<file path="config.mk">
export PLATFORM = sky130hd
export DESIGN_NAME = mvp_freq_lock_detect
export DESIGN_NICKNAME = d
export VERILOG_FILES = /design/src/rtl/mvp_pll_pkg.sv /design/src/rtl/mvp_sat_counter.sv /design/src/rtl/mvp_freq_lock_detect.sv
export SDC_FILE = /design/constraint.sdc
export NUM_CORES = 1
export LEC_CHECK = 0
export ABC_CLOCK_PERIOD_IN_PS = 10600
export CAP_MARGIN = 10
export CORE_MARGIN = 1
export CORE_UTILIZATION = 35
export CTS_CLUSTER_SIZE = 16
export DETAILED_ROUTE_END_ITERATION = 8
export DONT_BUFFER_PORTS = 1
export PLACE_DENSITY = 0.54
export SETUP_SLACK_MARGIN = 0.2
export SLEW_MARGIN = 10
export SYNTH_ARGS = -nofsm -noshare
export SYNTH_HDL_FRONTEND = slang
export SYNTH_SLANG_ARGS = --single-unit
</file>
<file path="constraint.sdc">
create_clock -name clk -period 10.6 [get_ports clk]
set_input_delay 1.59 -clock clk [delete_from_list [all_inputs] [get_ports clk]]
set_output_delay 1.59 -clock clk [all_outputs]
set_load 0.01 [all_outputs]
</file>
<file path="src/rtl/mvp_pll_pkg.sv">
// Shared definitions for the MVP PLL lock-detect slice: state encoding and
// default widths used by the frequency lock detector and its counters.
package mvp_pll_pkg;

    localparam int MVP_CNT_W  = 16;
    localparam int MVP_TOL_W  = 8;
    localparam int MVP_LOCK_W = 4;

    typedef enum logic [1:0] {
        ST_IDLE = 2'd0,
        ST_ACQ  = 2'd1,
        ST_LOCK = 2'd2
    } fld_state_t;

endpackage

</file>
<file path="src/rtl/mvp_sat_counter.sv">
// Saturating up-counter with synchronous clear. Clear wins over increment;
// once the counter reaches all-ones further increments are ignored.
module mvp_sat_counter #(
    parameter int W = 16
) (
    input  logic         clk,
    input  logic         reset_n,
    input  logic         clr,
    input  logic         inc,
    output logic [W-1:0] q,
    output logic         at_max
);

    assign at_max = (q == {W{1'b1}});

    // Count register: clear, else increment unless already saturated.
    always_ff @(posedge clk or negedge reset_n) begin
        if (!reset_n) begin
            q <= '0;
        end else if (clr) begin
            q <= '0;
        end else if (inc && !at_max) begin
            q <= q + 1'b1;
        end
    end

endmodule

</file>
<file path="src/rtl/mvp_freq_lock_detect.sv">
// Windowed frequency comparator and lock detector. Counts synchronised
// divided-VCO event pulses over a window of reference cycles, judges each
// window against target +/- tolerance and declares lock after a run of good
// windows.
//
// Output handshake: count_valid is a one-cycle strobe with no back-pressure.
// In the cycle it is high, count_value, freq_high, freq_low, locked and
// lock_lost all describe the window that just ended; count_value and the
// freq flags hold until the next strobe, lock_lost is high only alongside a
// strobe.
module mvp_freq_lock_detect
    import mvp_pll_pkg::*;
#(
    parameter int CNT_W  = MVP_CNT_W,
    parameter int TOL_W  = MVP_TOL_W,
    parameter int LOCK_W = MVP_LOCK_W
) (
    input  logic              clk,
    input  logic              reset_n,
    input  logic              enable,
    input  logic              pulse_in,
    input  logic [CNT_W-1:0]  window_len,
    input  logic [CNT_W-1:0]  target_count,
    input  logic [TOL_W-1:0]  tolerance,
    input  logic [LOCK_W-1:0] lock_count,
    output logic [CNT_W-1:0]  count_value,
    output logic              count_valid,
    output logic              freq_high,
    output logic              freq_low,
    output logic              locked,
    output logic              lock_lost,
    output logic [1:0]        state_dbg
);

    localparam int EW = CNT_W + 1;

    fld_state_t        state;
    logic [CNT_W-1:0]  win_cnt;
    logic [CNT_W-1:0]  tgt_q;
    logic [TOL_W-1:0]  tol_q;
    logic [LOCK_W-1:0] lock_q;
    logic [LOCK_W-1:0] good_cnt;
    logic [LOCK_W-1:0] good_nxt;

    logic [CNT_W-1:0]  ev_cnt;
    logic              ev_at_max;
    logic              counting;
    logic              win_end;
    logic              ev_clr;

    logic [CNT_W-1:0]  win_len_eff;
    logic [LOCK_W-1:0] lock_cnt_eff;
    logic [CNT_W-1:0]  final_cnt;
    logic [EW-1:0]     upper;
    logic [EW-1:0]     lower;
    logic [EW-1:0]     cnt_ext;
    logic              is_high;
    logic              is_low;
    logic              is_good;

    assign state_dbg = state;

    // Event counter: cleared while idle and at every window end, so the next
    // window starts from zero with no gap cycle.
    mvp_sat_counter #(.W(CNT_W)) u_ev_cnt (
        .clk     (clk),
        .reset_n (reset_n),
        .clr     (ev_clr),
        .inc     (pulse_in),
        .q       (ev_cnt),
        .at_max  (ev_at_max)
    );

    // Window bookkeeping and the window judgement in CNT_W+1 bits so the
    // upper bound cannot overflow and the lower bound clamps at zero.
    always_comb begin
        counting     = (state != ST_IDLE) && enable;
        win_end      = counting && (win_cnt == CNT_W'(1));
        ev_clr       = !counting || win_end;
        win_len_eff  = (window_len == '0) ? CNT_W'(1) : window_len;
        lock_cnt_eff = (lock_count == '0) ? LOCK_W'(1) : lock_count;
        final_cnt    = ev_at_max ? ev_cnt : ev_cnt + CNT_W'(pulse_in);
        cnt_ext      = {1'b0, final_cnt};
        upper        = {1'b0, tgt_q} + EW'(tol_q);
        lower        = ({1'b0, tgt_q} >= EW'(tol_q)) ? ({1'b0, tgt_q} - EW'(tol_q)) : '0;
        is_high      = cnt_ext > upper;
        is_low       = cnt_ext < lower;
        is_good      = !is_high && !is_low;
        good_nxt     = good_cnt + LOCK_W'(1);
    end

    // Lock FSM, window counter, latched configuration and registered outputs.
    always_ff @(posedge clk or negedge reset_n) begin
        if (!reset_n) begin
            state       <= ST_IDLE;
            win_cnt     <= '0;
            tgt_q       <= '0;
            tol_q       <= '0;
            lock_q      <= '0;
            good_cnt    <= '0;
            count_value <= '0;
            count_valid <= 1'b0;
            freq_high   <= 1'b0;
            freq_low    <= 1'b0;
            locked      <= 1'b0;
            lock_lost   <= 1'b0;
        end else begin
            count_valid <= 1'b0;
            lock_lost   <= 1'b0;
            if (!enable) begin
                // Partial window is dropped; measurement outputs keep history.
                state    <= ST_IDLE;
                win_cnt  <= '0;
                good_cnt <= '0;
                locked   <= 1'b0;
            end else begin
                case (state)
                    ST_IDLE: begin
                        state    <= ST_ACQ;
                        win_cnt  <= win_len_eff;
                        tgt_q    <= target_count;
                        tol_q    <= tolerance;
                        lock_q   <= lock_cnt_eff;
                        good_cnt <= '0;
                    end
                    ST_ACQ, ST_LOCK: begin
                        if (win_end) begin
                            win_cnt     <= win_len_eff;
                            tgt_q       <= target_count;
                            tol_q       <= tolerance;
                            lock_q      <= lock_cnt_eff;
                            count_value <= final_cnt;
                            count_valid <= 1'b1;
                            freq_high   <= is_high;
                            freq_low    <= is_low;
                            if (state == ST_ACQ) begin
                                if (!is_good) begin
                                    good_cnt <= '0;
                                end else if (good_nxt >= lock_q) begin
                                    state    <= ST_LOCK;
                                    locked   <= 1'b1;
                                    good_cnt <= '0;
                                end else begin
                                    good_cnt <= good_nxt;
                                end
                            end else if (!is_good) begin
                                state     <= ST_ACQ;
                                locked    <= 1'b0;
                                lock_lost <= 1'b1;
                                good_cnt  <= '0;
                            end
                        end else begin
                            win_cnt <= win_cnt - CNT_W'(1);
                        end
                    end
                    default: begin
                        state    <= ST_IDLE;
                        win_cnt  <= '0;
                        good_cnt <= '0;
                        locked   <= 1'b0;
                    end
                endcase
            end
        end
    end

endmodule

</file>
## Word-level counts from Yosys, hierarchy flattened

Index checks and enable logic that the tools add are counted.

- Register bits after elaboration: 87
- Bits in latches: 0
- RAM bits: 0
- Memory bits (read-only): 0
- Input bits: 48
- Output and inout port bits: 23
- Word-level logic and storage cells: 98
- Memories kept: 0

- Add/subtract/negate cells: 6
- Multipliers: 0
- Div/mod/pow operators: 0
- Magnitude comparators: 4
- Eq/ne operators: 10
- Shift-type cells: 0
- Mux-type cells: 44
- Bitwise gates (word level): 0
- Reductions and logical operators: 21

Operator list:

| kind | number |
|---|---|
| 2-to-1 mux 16 bit | 7 |
| case mux 16 bit (2 select lines) | 2 |
| 2-to-1 mux 4 bit | 9 |
| adder 16 x 8 -> 17 bit | 1 |
| > comparator 16 x 17 -> 1 bit | 1 |
| < comparator 16 x 17 -> 1 bit | 1 |
| 2-to-1 mux 17 bit | 1 |
| subtractor 16 x 8 -> 17 bit | 1 |
| adder 16 x 1 -> 16 bit | 1 |
| adder 16 x 1 -> 16 bit (second input constant) | 1 |
| == test 16 x 1 -> 1 bit (second input constant) | 1 |
| == test 16 bit (second input constant) | 1 |
| greater-or-equal comparator 16 x 8 -> 1 bit | 1 |
| zero test 16 bit | 1 |
| case mux 8 bit (2 select lines) | 1 |
| subtractor 16 x 1 -> 16 bit (second input constant) | 1 |
| 2-to-1 mux 1 bit | 14 |
| 2-to-1 mux 2 bit | 6 |
| inequality test 4 bit (second input constant) | 3 |
| 2-to-1 mux 8 bit | 1 |
| case mux 4 bit (2 select lines) | 1 |
| AND reduction 3 bit | 2 |
| nonzero test 2 bit | 3 |
| AND reduction 5 bit | 1 |
| other kinds (16) | 23 |

## Logic depth before layout (Yosys ltp)

Gate-level depths: netlist of the first run.

- Depth after elaboration: 10
- Gate-level depth with buffers: 20
- Mapped depth without buffers: 20

## Modules after synthesis

From an unflattened synthesis of the first run, not the netlist that was laid out.

- Cells, all modules: 710
- Area total of the unflattened synthesis: 6,413.7 µm²

By module, submodules not included:

| module | instances | cells each | area each (µm²) | sequential area each (µm²) |
|---|---|---|---|---|
| mvp_freq_lock_detect | 1 | 613 | 5,465.2 | 1,776.7 |
| mvp_sat_counter | 1 | 97 | 948.4 | 400.4 |

## Worst setup path after synthesis of the first run

No wires, ideal clock.

- Path type: input -> register
- From: input port pulse_in
- To: register state[0], in the netlist state_dbg[0]
- Library setup time: 0.121 ns
- Data arrival time: 4.484 ns
- Data required time: 10.479 ns
- Path slack: 5.995 ns
- Stages: 14
- Buffers on the path: 0
- Path through: ha_1 -> ha_1 -> and3_1 -> nand2_1 -> xor2_1 -> nand2_1 -> ha_1 -> nand3_1 -> or4_1 -> o211ai_1 -> o221ai_1 -> a311o_1 -> o211a_1 -> a22o_1

- Word-level cells in the longest chain between the ends: 7
- Elaborated cells between the ends (all ways): 10
- Those cells by class: add/sub (1); order compare (2); eq/ne (2); mux (1); reduce/logical (4)

RTL lines:

| element | line | source |
|---|---|---|
| start: declaration | mvp_freq_lock_detect.sv:21 | `input logic pulse_in,` |
| adder 16 x 1 -> 16 bit * | mvp_freq_lock_detect.sv:82 | `final_cnt = ev_at_max ? ev_cnt : ev_cnt + CNT_W'(pulse_in);` |
| 2-to-1 mux 16 bit * | mvp_freq_lock_detect.sv:82 |  |
| net final_cnt[14] | mvp_freq_lock_detect.sv:53 | `logic [CNT_W-1:0] final_cnt;` |
| > comparator 16 x 17 -> 1 bit / < comparator 16 x 17 -> 1 bit (equally long branches) | mvp_freq_lock_detect.sv:86, mvp_freq_lock_detect.sv:87 |  |
| zero test 1 bit | mvp_freq_lock_detect.sv:88 | `is_good = !is_high && !is_low;` |
| logical AND 1 bit * | mvp_freq_lock_detect.sv:88 |  |
| inequality test 4 bit (no line) | - |  |
| AND reduction 4 bit (no line) * | - |  |
| end signal: assignment | mvp_freq_lock_detect.sv:95 | `state <= ST_IDLE;` |
| end signal: assignment | mvp_freq_lock_detect.sv:112 | `state <= ST_IDLE;` |
| end signal: assignment | mvp_freq_lock_detect.sv:119 | `state <= ST_ACQ;` |
| end: declaration | mvp_freq_lock_detect.sv:37 | `fld_state_t state;` |

Mark *: on every way through the listed nets, which the timed path passes. The rest lies on a longest branch.
A chain may end at the register's enable or synchronous reset.

## Worst setup path in the final report of the first run

Ends and elaborated chain as after synthesis.

==> results.cfg, run 1 <==
[pwr]
p_per_area_mw_per_mm2 = 265.4
p_leak_nw = 3.068
vdd_drop_max_uv = 139.4

[clock_tree]
numCtsBuffers = 9
ctsHoldBuffers = 0
clock_latency_ns = 0.36
cts_tree = built
cts.sinks = 87
cts_resized = 0
postCtsSetupRepairBufs = 0
cts-root-buf = clkbuf_16
clockBufferDepth = 2
clk_pin_slew_ns = 0.07
htree_levels = 3

[floorplanning]
row_count = 49
initial_core_util = 0.3562
die_h_um = 137.2
die-width_um = 137.2
core_mm2 = 0.01796
num_io_pins = 71
die_area_mm2 = 0.01883

[layout]
layout_common_cells = nor2_1 (88), dfrtp_1 (87), nand2_1 (75)
num-fill-cells = 1827
postLayoutCoreUtil = 0.3806
final_layout_size_suffix_gt1_frac = 0.06386
layout.nets = 795
n_antenna_cell = 0
final_common_cell = nor2_1
area_growth_pct = 6.844
final_cells = 918

[routing]
via_per_inst = 5.354
first_pass_iters = 5
ant_nets = 0
drc_errors = 0
vias = 4915
drtIter0Drc = 340
wl_per_cell_um = 16.30
finalWirelength_mm = 14.96

[synth]
yosysUniqueCellTypes = 70
ys_ff_latch = 87
async_flop_share = 1.000
syn_area_mm2 = 0.006399
ys.flop_type = dfrtp_1
ys.warnings.count = 0
syn_area_per_cell_um2 = 9.012
syn-num-nets = 821
yosysSeqAreaShare = 0.3402
synth_edf_count = 0
synth_cells = 710

[global_route]
grtUsageTotal = 0.1707
antenna_found_initial = 0
grt.overflow.total = 0
grt_start_max_net_pins = 88
grt_pass1_wl_mm = 24.83
grt_busiest_layer = met2
met1_usage = 0.2314
met3_usage = 0.02980
grt_pass1_vias = 4834
grt_use_met2 = 0.2705

[critical_path]
cp.required_ns = 10.85
cp-start-kind = input pin
rr_startpoint = tgt_q[0]$_DFFE_PN0P_
path_class = input pin to flop
crit_fanout = 5
rr_endpoint = state_dbg[0]$_DFFE_PN0P_
arrival_ns = 4.89
cp-endpoint = state_dbg[0]$_DFFE_PN0P_
setup.worst_path.end_class = flop
crit_start = pulse_in
ff2ff_path_depth = 20
rrSetupSlack_ns = 5.96

[timing]
period_needed_ns = 4.638
slew_violations = 0
worst_pin_slew_ns = 0.7818
finalHoldViolCount = 0
fin_skew_ns = 0.008668
period_share = 0.4375
max_slew_margin = 0.4783
max_freq_mhz = 215.6
tns_ns = 0
setup_viol_count_final = 0
rsz0062_at_grt = false

[placement]
hpwl_mm = 11.60
dp_cells = 902
gp_congestion = 0.8656
port_buffers = 0

[min_path]
holdPathStages = 2
hp-class = flop to flop

[flow_run]
drv_cap = 0

[run_status]
outcome = finished, final reports clean
-- through the flow --
stage | total power [mW] | cell area [um2] | hold slack, ns | setup slack [ns]
after global placement | 1.458 | 6520 | 0.4815 | 5.725
after detailed placement | 1.481 | 6520 | 0.4867 | 5.635
final | 1.814 | 6837 | 0.4993 | 5.962
after CTS | 1.827 | 6837 | 0.5053 | 5.978
after floorplan | 1.267 | 6399 | 0.4614 | 5.995
after global routing | 1.988 | 6837 | 0.5236 | 5.668
-- worst min-delay path by stage --
stage          slack, ns                   from               endpoint
2_1_floorplan       0.46  lock_q[0]$_DFFE_PN0P_  lock_q[0]$_DFFE_PN0P_
3_3_place_gp        0.48  lock_q[2]$_DFFE_PN0P_  lock_q[2]$_DFFE_PN0P_
3_5_place_dp        0.49  lock_q[0]$_DFFE_PN0P_  lock_q[0]$_DFFE_PN0P_
4_1_cts             0.51  lock_q[0]$_DFFE_PN0P_  lock_q[0]$_DFFE_PN0P_
5_1_grt             0.52  lock_q[2]$_DFFE_PN0P_  lock_q[2]$_DFFE_PN0P_
6_report            0.50  lock_q[0]$_DFFE_PN0P_  lock_q[0]$_DFFE_PN0P_
-- synth_stat cells (all sizes together) (3+ instances only) --
master,number,area [um2]
and3,7,43.79
a21o,8,60.06
inv,28,105.1
ha,61,763.2
and4,3,26.28
or4,7,63.81
dfrtp,87,2177
or3,6,37.54
a211oi,6,57.56
nor4,9,62.56
xor2,27,236.5
nand4,13,87.58
mux2,32,360.3
buf,15,90.08
a31oi,7,43.79
nor3,18,95.09
nor2,92,365.3
nor2b,7,43.79
a22oi,13,97.59
o21a,5,37.54
mux2i,6,60.06
nand2b,11,68.82
o21ai,27,135.1
or2,3,21.27
xnor2,32,280.3
a21oi,28,140.1
o2111ai,3,43.80
nand2,76,287.8
nand3,15,92.59
o211ai,4,30.03
clkbuf,23,86.33
a22o,3,26.28
-- kinds of logic (layout without fill, tap and decap cells) --
group / Yosys count / in the layout / share of synthesized area
AO/OA/AOI/OAI: 122 / 122 / 0.1320
multiplexers: 38 / 38 / 0.06570
AND/OR/NAND/NOR: 274 / 274 / 0.2110
adder cells (fa/ha/maj): 63 / 63 / 0.1255
flip-flops: 87 / 87 / 0.3402
buffers and inverters: 67 / 46 / 0.04478
XOR/XNOR: 59 / 59 / 0.08076
-- flip-flops by register name (all words and copies together), names as in the netlist --
| signal | count |
|---|---|
| count_valid | 1 |
| lock_q | 4 |
| locked | 1 |
| lock_lost | 1 |
| tol_q | 8 |
| u_ev_cnt.q | 16 |
| state_dbg | 2 |
| win_cnt | 16 |
| tgt_q | 16 |
| freq_low | 1 |
| good_cnt | 4 |
| freq_high | 1 |
| count_value | 16 |
-- layer usage --
metal,vias to the layer above,share of wire
li1,2435,-
met1,2361,0.48
met2,105,0.46
met3,14,0.037
met4,0,0.017
met5,-,0
-- area by class of cell --
type,instances,area [um2],area share
Clock buffer,9,225.2,0.03294
Clock inverter,7,91.34,0.01336
Inverter,29,110.1,0.01611
Multi-Input combinational cell,556,3939,0.5761
Sequential cell,87,2177,0.3184
Tap cell,229,286.5,0.04191
Timing Repair Buffer,1,7.507,0.001098
-- report_power, final --
group | leakage, nW | switching [mW] | internal (mW)
combinational | 1.77 | 0.567 | 0.411
sequential | 1.14 | 0.0923 | 0.406
clock | 0.157 | 0.150 | 0.189
total | 3.07 | 0.809 | 1.01
-- critical path: stages --
cell	delay, ns
ha_1	0.20
ha_1	0.25
and3_1	0.20
nand2_1	0.08
xor2_1	0.21
nand2_1	0.12
ha_1	0.33
nand3_1	0.11
or4_1	0.56
o211ai_1	0.17
o221ai_1	0.27
a311o_1	0.41
o211a_1	0.15
a22o_1	0.23
No activity file was read; power rests on OpenSTA's default activity.
==> run 2, diff against run 1 <==
--- a/config.mk
+++ b/config.mk
@@ -5,7 +5,7 @@
 export SDC_FILE = /design/constraint.sdc
 export NUM_CORES = 1
 export LEC_CHECK = 0
-export ABC_CLOCK_PERIOD_IN_PS = 10600
+export ABC_CLOCK_PERIOD_IN_PS = 4550
 export CAP_MARGIN = 10
 export CORE_MARGIN = 1
 export CORE_UTILIZATION = 35
==> constraint.sdc (replaced) <==
create_clock -name clk -period 4.55 [get_ports clk]
set_input_delay 0.6825 -clock clk [delete_from_list [all_inputs] [get_ports clk]]
set_output_delay 0.6825 -clock clk [all_outputs]
set_load 0.01 [all_outputs]
==> run 2 against run 1 <==
  * Register-to-register slack got worse by 5.6 ns
  * Die area did not move
  * Worst hold slack got worse by 0.47 ns
  * Clock skew rose by 0.0060 ns
  * Clock-buffer cell count did not move
  * Critical endpoint unchanged
  * Flip-flop and latch count did not move
  * Total power rose by 140%
  * Global-route usage barely moved
  * Core utilization rose by 1.7 points
  * Combinational power rose to 2.6 times the previous value
  * Cell count rose by 3.1%
  * Largest power group unchanged
  * Via count rose by 2.6%
==> results.cfg, run 2 (synthesized netlist as in run 1, its figures left out) <==
[timing]
rsz0062_at_grt = true
tns_ns = 0
worst_pin_slew_ns = 0.8208
slew_violations = 0
period_needed_ns = 4.222
period_share = 0.9279
max_slew_margin = 0.4510
fin_skew_ns = 0.01466
finalHoldViolCount = 0
holdWs_ns = 0.02438
max_freq_mhz = 236.9
setup_viol_count_final = 0

[routing]
via_per_inst = 5.333
first_pass_iters = 4
drtIter0Drc = 202
ant_nets = 0
vias = 5045
finalWirelength_mm = 15.51
wl_per_cell_um = 16.39
drc_errors = 0

[clock_tree]
cts.sinks = 87
clockBufferDepth = 2
cts-root-buf = clkbuf_16
numCtsBuffers = 9
clock_latency_ns = 0.36
htree_levels = 3
clk_pin_slew_ns = 0.07
cts_tree = built

[critical_path]
arrival_ns = 4.47
cp-start-kind = flop
ff2ff_path_depth = 20
path_class = flop to flop
setup.worst_path.end_class = flop
crit_fanout = 4
rr_startpoint = tgt_q[0]$_DFFE_PN0P_
cp.required_ns = 4.80
rr_endpoint = state_dbg[0]$_DFFE_PN0P_
crit_start = tgt_q[0]$_DFFE_PN0P_
rrSetupSlack_ns = 0.33
cp-endpoint = state_dbg[0]$_DFFE_PN0P_

[global_route]
grt_pass1_wl_mm = 24.88
antenna_found_initial = 0
grt_pass1_vias = 5008
grt.overflow.total = 0
grtUsageTotal = 0.1705
grt_start_max_net_pins = 72

[layout]
layout.nets = 822
final_layout_size_suffix_gt1_frac = 0.1271
final_common_cell = nor2_1
multi_input_area_mm2 = 0.004065
final_area_mm2 = 0.007147
layout_common_cells = nor2_1 (88), dfrtp_1 (87), nand2_1 (73)
num-fill-cells = 1763
regArea_mm2 = 0.002177
final_cells = 946
area_growth_pct = 11.69

[pwr]
p_sw_frac = 0.4484
combPwrFrac = 0.574
total_power_mw = 4.385
sequentialPowerShare = 0.259
p_clk_frac = 0.167
vdd_drop_max_uv = 344.4
p_leak_nw = 3.198
p_sw_mw = 1.966
p_int_mw = 2.419
p_per_area_mw_per_mm2 = 613.6

[floorplanning]
row_count = 49
initial_core_util = 0.3562
core_mm2 = 0.01796
die_h_um = 137.2
die-width_um = 137.2
num_io_pins = 71
die_area_mm2 = 0.01883

[placement]
postPlaceCellArea_mm2 = 0.006678
gp_congestion = 0.8245
dp_cells = 923
port_buffers = 0
hpwl_mm = 11.73

[flow_run]
drv_cap = 0

[run_status]
outcome = finished, final reports clean

[min_path]
hp-class = input pin to asynchronous set/reset pin
-- run 2: stage by stage --
stage          worst slack [ns]    util
6_report                 0.3282  0.3979
5_1_grt                 0.06319  0.3977
4_1_cts                  0.2023  0.3905
3_5_place_dp            0.03643  0.3717
3_3_place_gp             0.1592  0.3717
2_1_floorplan            0.4169       -
-- run 2: routing by layer --
layer  vias up  wire length [um]  GRT usage
met3        17               535    0.03201
met2        67              7288     0.2778
met4         0               289    0.06960
met5         -                 0          0
li1       2493                 -          -
met1      2468              7394     0.2213
-- run 2: repair_timing --
item,in CTS,in global routing
endpoints found under the setup margin,6,8
hold buffers,1,1
endpoints found under the hold margin,17,14
resized for setup,5,24
pin swaps,1,22
buffers inserted,1,3
-- run 2: how the worst min path moves through the flow --
stage | startpoint | to | depth (start not counted)
global placement | reset_n | win_cnt[8]$_DFF_PN0_ | 0
finish | reset_n | freq_low$_DFFE_PN0P_ | 0
detailed placement | reset_n | win_cnt[10]$_DFF_PN0_ | 0
CTS | reset_n | win_cnt[12]$_DFF_PN0_ | 0
global route | reset_n | state_dbg[0]$_DFFE_PN0P_ | 0
floorplan | reset_n | count_valid$_DFF_PN0_ | 0
-- run 2: critical path: stages (launching register included) --
cell and delay [ns]:
dfrtp_1 0.40, inv_1 0.07, ha_2 0.18, inv_2 0.04, fa_2 0.36, a211oi_2 0.29
o21ai_2 0.10, a21oi_2 0.18, nand2_2 0.11, nor4_4 0.27, xor2_1 0.18, nand2_1 0.12
ha_4 0.30, nand2_2 0.05, o211ai_1 0.26, a2111oi_2 0.06, a21o_1 0.20, a211oi_4 0.29
nand3_2 0.15, o211a_1 0.27, a22o_1 0.23
-- run 2: final cells by class --
type | count | share of cell area
Clock buffer | 9 | 0.03151
Inverter | 29 | 0.01541
Tap cell | 229 | 0.04009
Timing Repair Buffer | 28 | 0.03011
Sequential cell | 87 | 0.3046
Clock inverter | 7 | 0.009104
Multi-Input combinational cell | 556 | 0.5688
Antenna cell | 1 | 0.0003501
-- run 2: power by group through the flow --
stage	clock, mW	sequential (mW)	combinational (mW)
after global routing	0.782	1.17	2.85
after floorplan	0	1.08	1.87
after global placement	0	1.14	2.30
final	0.732	1.14	2.52
after CTS	0.756	1.14	2.41
after detailed placement	0	1.15	2.35
==> run 3, diff against run 2 <==
--- a/config.mk
+++ b/config.mk
@@ -5,11 +5,11 @@
 export SDC_FILE = /design/constraint.sdc
 export NUM_CORES = 1
 export LEC_CHECK = 0
-export ABC_CLOCK_PERIOD_IN_PS = 4550
+export ABC_AREA = 1
 export CAP_MARGIN = 10
 export CORE_MARGIN = 1
 export CORE_UTILIZATION = 35
-export CTS_CLUSTER_SIZE = 16
+export CTS_CLUSTER_SIZE = 10
 export DETAILED_ROUTE_END_ITERATION = 8
 export DONT_BUFFER_PORTS = 1
 export PLACE_DENSITY = 0.54
==> run 3 against run 2 <==
  * Synthesized cell count up 24%
  * Global-route usage up 0.74 points
  * Flip-flop and latch count unchanged
  * Core utilization down 0.70 points
  * Synthesized area up 3.6%
  * Register-to-register slack better by 0.27 ns
  * Clock power down 0.7%
  * Worst setup slack better by 0.27 ns
  * Largest power group unchanged
==> results.cfg, run 3 <==
[run_status]
outcome = finished, final reports clean

[critical_path]
cp.required_ns = 4.80
setup.worst_path.end_class = flop
crit_fanout = 7
cp-start-kind = flop
arrival_ns = 4.20
path_class = flop to flop

[routing]
drtIter0Drc = 278
via_per_inst = 4.921
vias = 5457
drc_errors = 0
first_pass_iters = 5
wl_per_cell_um = 14.81
ant_nets = 0
finalWirelength_mm = 16.42

[synth]
yosysSeqAreaShare = 0.3283
synth_largest_area_cell = dfrtp_1
ys.warnings.count = 0
synth.top_cells.by_area = dfrtp_1 (33%), ha_1 (12%), nand2_1 (11%)
synth.most_common_cell = nand2_1
yosysUniqueCellTypes = 52
yosysTopAreaCellShare = 0.3283
ys.flop_type = dfrtp_1
syn_area_per_cell_um2 = 7.527
syn-num-nets = 992
synth_cells = 881
async_flop_share = 1.000
synth_edf_count = 0
netlist_top_cells_count = nand2_1 (188), inv_1 (106), nor2_1 (100), dfrtp_1 (87), ha_1 (61)
syn_area_mm2 = 0.006631
ys_ff_latch = 87

[timing]
slew_violations = 0
finalHoldViolCount = 0
setup_viol_count_final = 0
tns_ns = 0
fin_skew_ns = 0.01304
period_share = 0.8674
worst_pin_slew_ns = 0.7164
rsz0062_at_grt = false
period_needed_ns = 3.947
max_freq_mhz = 253.4
max_slew_margin = 0.5219

[global_route]
grt_start_max_net_pins = 67
grt.overflow.total = 0
grt_pass1_wl_mm = 27.10
antenna_found_initial = 0
grt_pass1_vias = 5234
grtUsageTotal = 0.1779

[clock_tree]
clockBufferDepth = 2
cts.sinks = 87
cts_tree = built
postCtsSetupRepairBufs = 0
numCtsBuffers = 9
htree_levels = 3
cts-root-buf = clkbuf_16
clock_latency_ns = 0.36
clk_pin_slew_ns = 0.07

[floorplanning]
row_count = 49
num_io_pins = 71
die_area_mm2 = 0.01950
die_h_um = 139.6
initial_core_util = 0.3630
die-width_um = 139.6
core_mm2 = 0.01827

[layout]
multi_input_area_mm2 = 0.003902
layout_common_cells = nand2_1 (188), inv_1 (106), nor2_1 (100)
area_growth_pct = 7.698
regArea_mm2 = 0.002177
final_layout_size_suffix_gt1_frac = 0.09205
n_antenna_cell = 0
num-fill-cells = 1965
final_cells = 1109
postLayoutCoreUtil = 0.3909
final_common_cell = nand2_1
layout.nets = 986

[min_path]
hp-class = input pin to asynchronous set/reset pin

[placement]
hpwl_mm = 12.64
gp_congestion = 0.8549
dp_cells = 1091
port_buffers = 0

[flow_run]
drv_cap = 0

[pwr]
p_leak_nw = 3.623
p_per_area_mw_per_mm2 = 682.1
total_power_mw = 4.872
vdd_drop_max_uv = 318.8
run 3: changes by cell type after synthesis, sizes merged, moves of 16 or more:
cell / delta
clkbuf: -16
inv: +93
xnor2: -26
nor2: +16
nand2: +124
nand3: +28
o21ai: +22
mux2: -24
a21oi: +26
run 3: critical path: stages, from the launching register on:
cell and delay (ns):
dfrtp_1 0.41, ha_1 0.45, inv_1 0.11, a21oi_1 0.20, nand2_1 0.08, nand2_1 0.08
nand2_1 0.06, a21oi_2 0.19, o21ai_2 0.09, nand2_1 0.06, nand2_1 0.04, nand2_1 0.10
nor2_1 0.06, nand2_1 0.11, o21ai_0 0.09, nand2_1 0.10, inv_1 0.05, ha_1 0.28
nand2_1 0.07, nor4_2 0.31, a21oi_1 0.09, nand2_1 0.17, nand3_1 0.17, o21ai_2 0.24
nand2_4 0.09, nand2_1 0.08, o21ai_2 0.05
run 3: where the power goes:
group	switching [mW]	total, mW	internal, mW
Sequential	0.242	1.25	1.01
Combinational	1.85	2.89	1.05
Clock	0.350	0.727	0.377
run 3: repair_timing:
action	in CTS	in global routing
hold buffers	1	1
setup endpoints to repair	0	3
gates resized for setup	0	1
hold endpoints to repair	22	1
run 3: cell type report:
| cell class | instances | area share |
|---|---|---|
| clock buffers | 9 | 0.03153 |
| clock inverters | 7 | 0.007708 |
| inverters | 122 | 0.06412 |
| flip-flops and latches | 87 | 0.3048 |
| well taps | 229 | 0.04012 |
| repair buffers | 3 | 0.005256 |
| multi-input cells | 652 | 0.5464 |
run 3: logic make-up (layout without fill, tap and decap cells):
group,count (synthesis),after routing,share of synthesized area
AO/OA/AOI/OAI,135,135,0.1232
flip-flops,87,87,0.3283
adder cells (fa/ha/maj),63,63,0.1211
AND/OR/NAND/NOR,414,414,0.2860
XOR/XNOR,32,32,0.04226
buffers and inverters,142,141,0.08547
multiplexers,8,8,0.01359
run 3: path summary, 6_finish.rpt:
kind	startpoint	to	slack [ns]	cells after the start
hold reg to reg	lock_q[3]$_DFFE_PN0P_	lock_q[3]$_DFFE_PN0P_	0.49	2
min in group clk	target_count[2]	tgt_q[2]$_DFFE_PN0P_	0.45	1
hold / removal	reset_n	win_cnt[14]$_DFF_PN0_	0.02	0
setup / recovery	tgt_q[2]$_DFFE_PN0P_	state_dbg[0]$_DFFE_PN0P_	0.60	26
max in group asynchronous	reset_n	count_valid$_DFF_PN0_	3.86	1
setup reg to reg	tgt_q[2]$_DFFE_PN0P_	state_dbg[0]$_DFFE_PN0P_	0.60	26
run 3: per-layer routing:
metal / vias to the layer above / global-route usage / share of wire / wire length [um]
met5: - / 0 / 0 / 0
met2: 96 / 0.2698 / 0.43 / 7033
met3: 21 / 0.03751 / 0.039 / 638
met4: 0 / 0.05668 / 0.017 / 277
met1: 2467 / 0.2513 / 0.52 / 8474
li1: 2873 / - / - / -
run 3: metrics by stage:
stage	hold WS (ns)	setup WS, ns	cell area (um2)
after detailed placement	0.3884	0.5698	6825
final	0.01987	0.6031	7142
after floorplan	0.3869	1.154	6631
after global routing	0.0002132	0.2126	7142
after global placement	0.3889	0.6672	6825
after CTS	0.001560	0.5319	7126
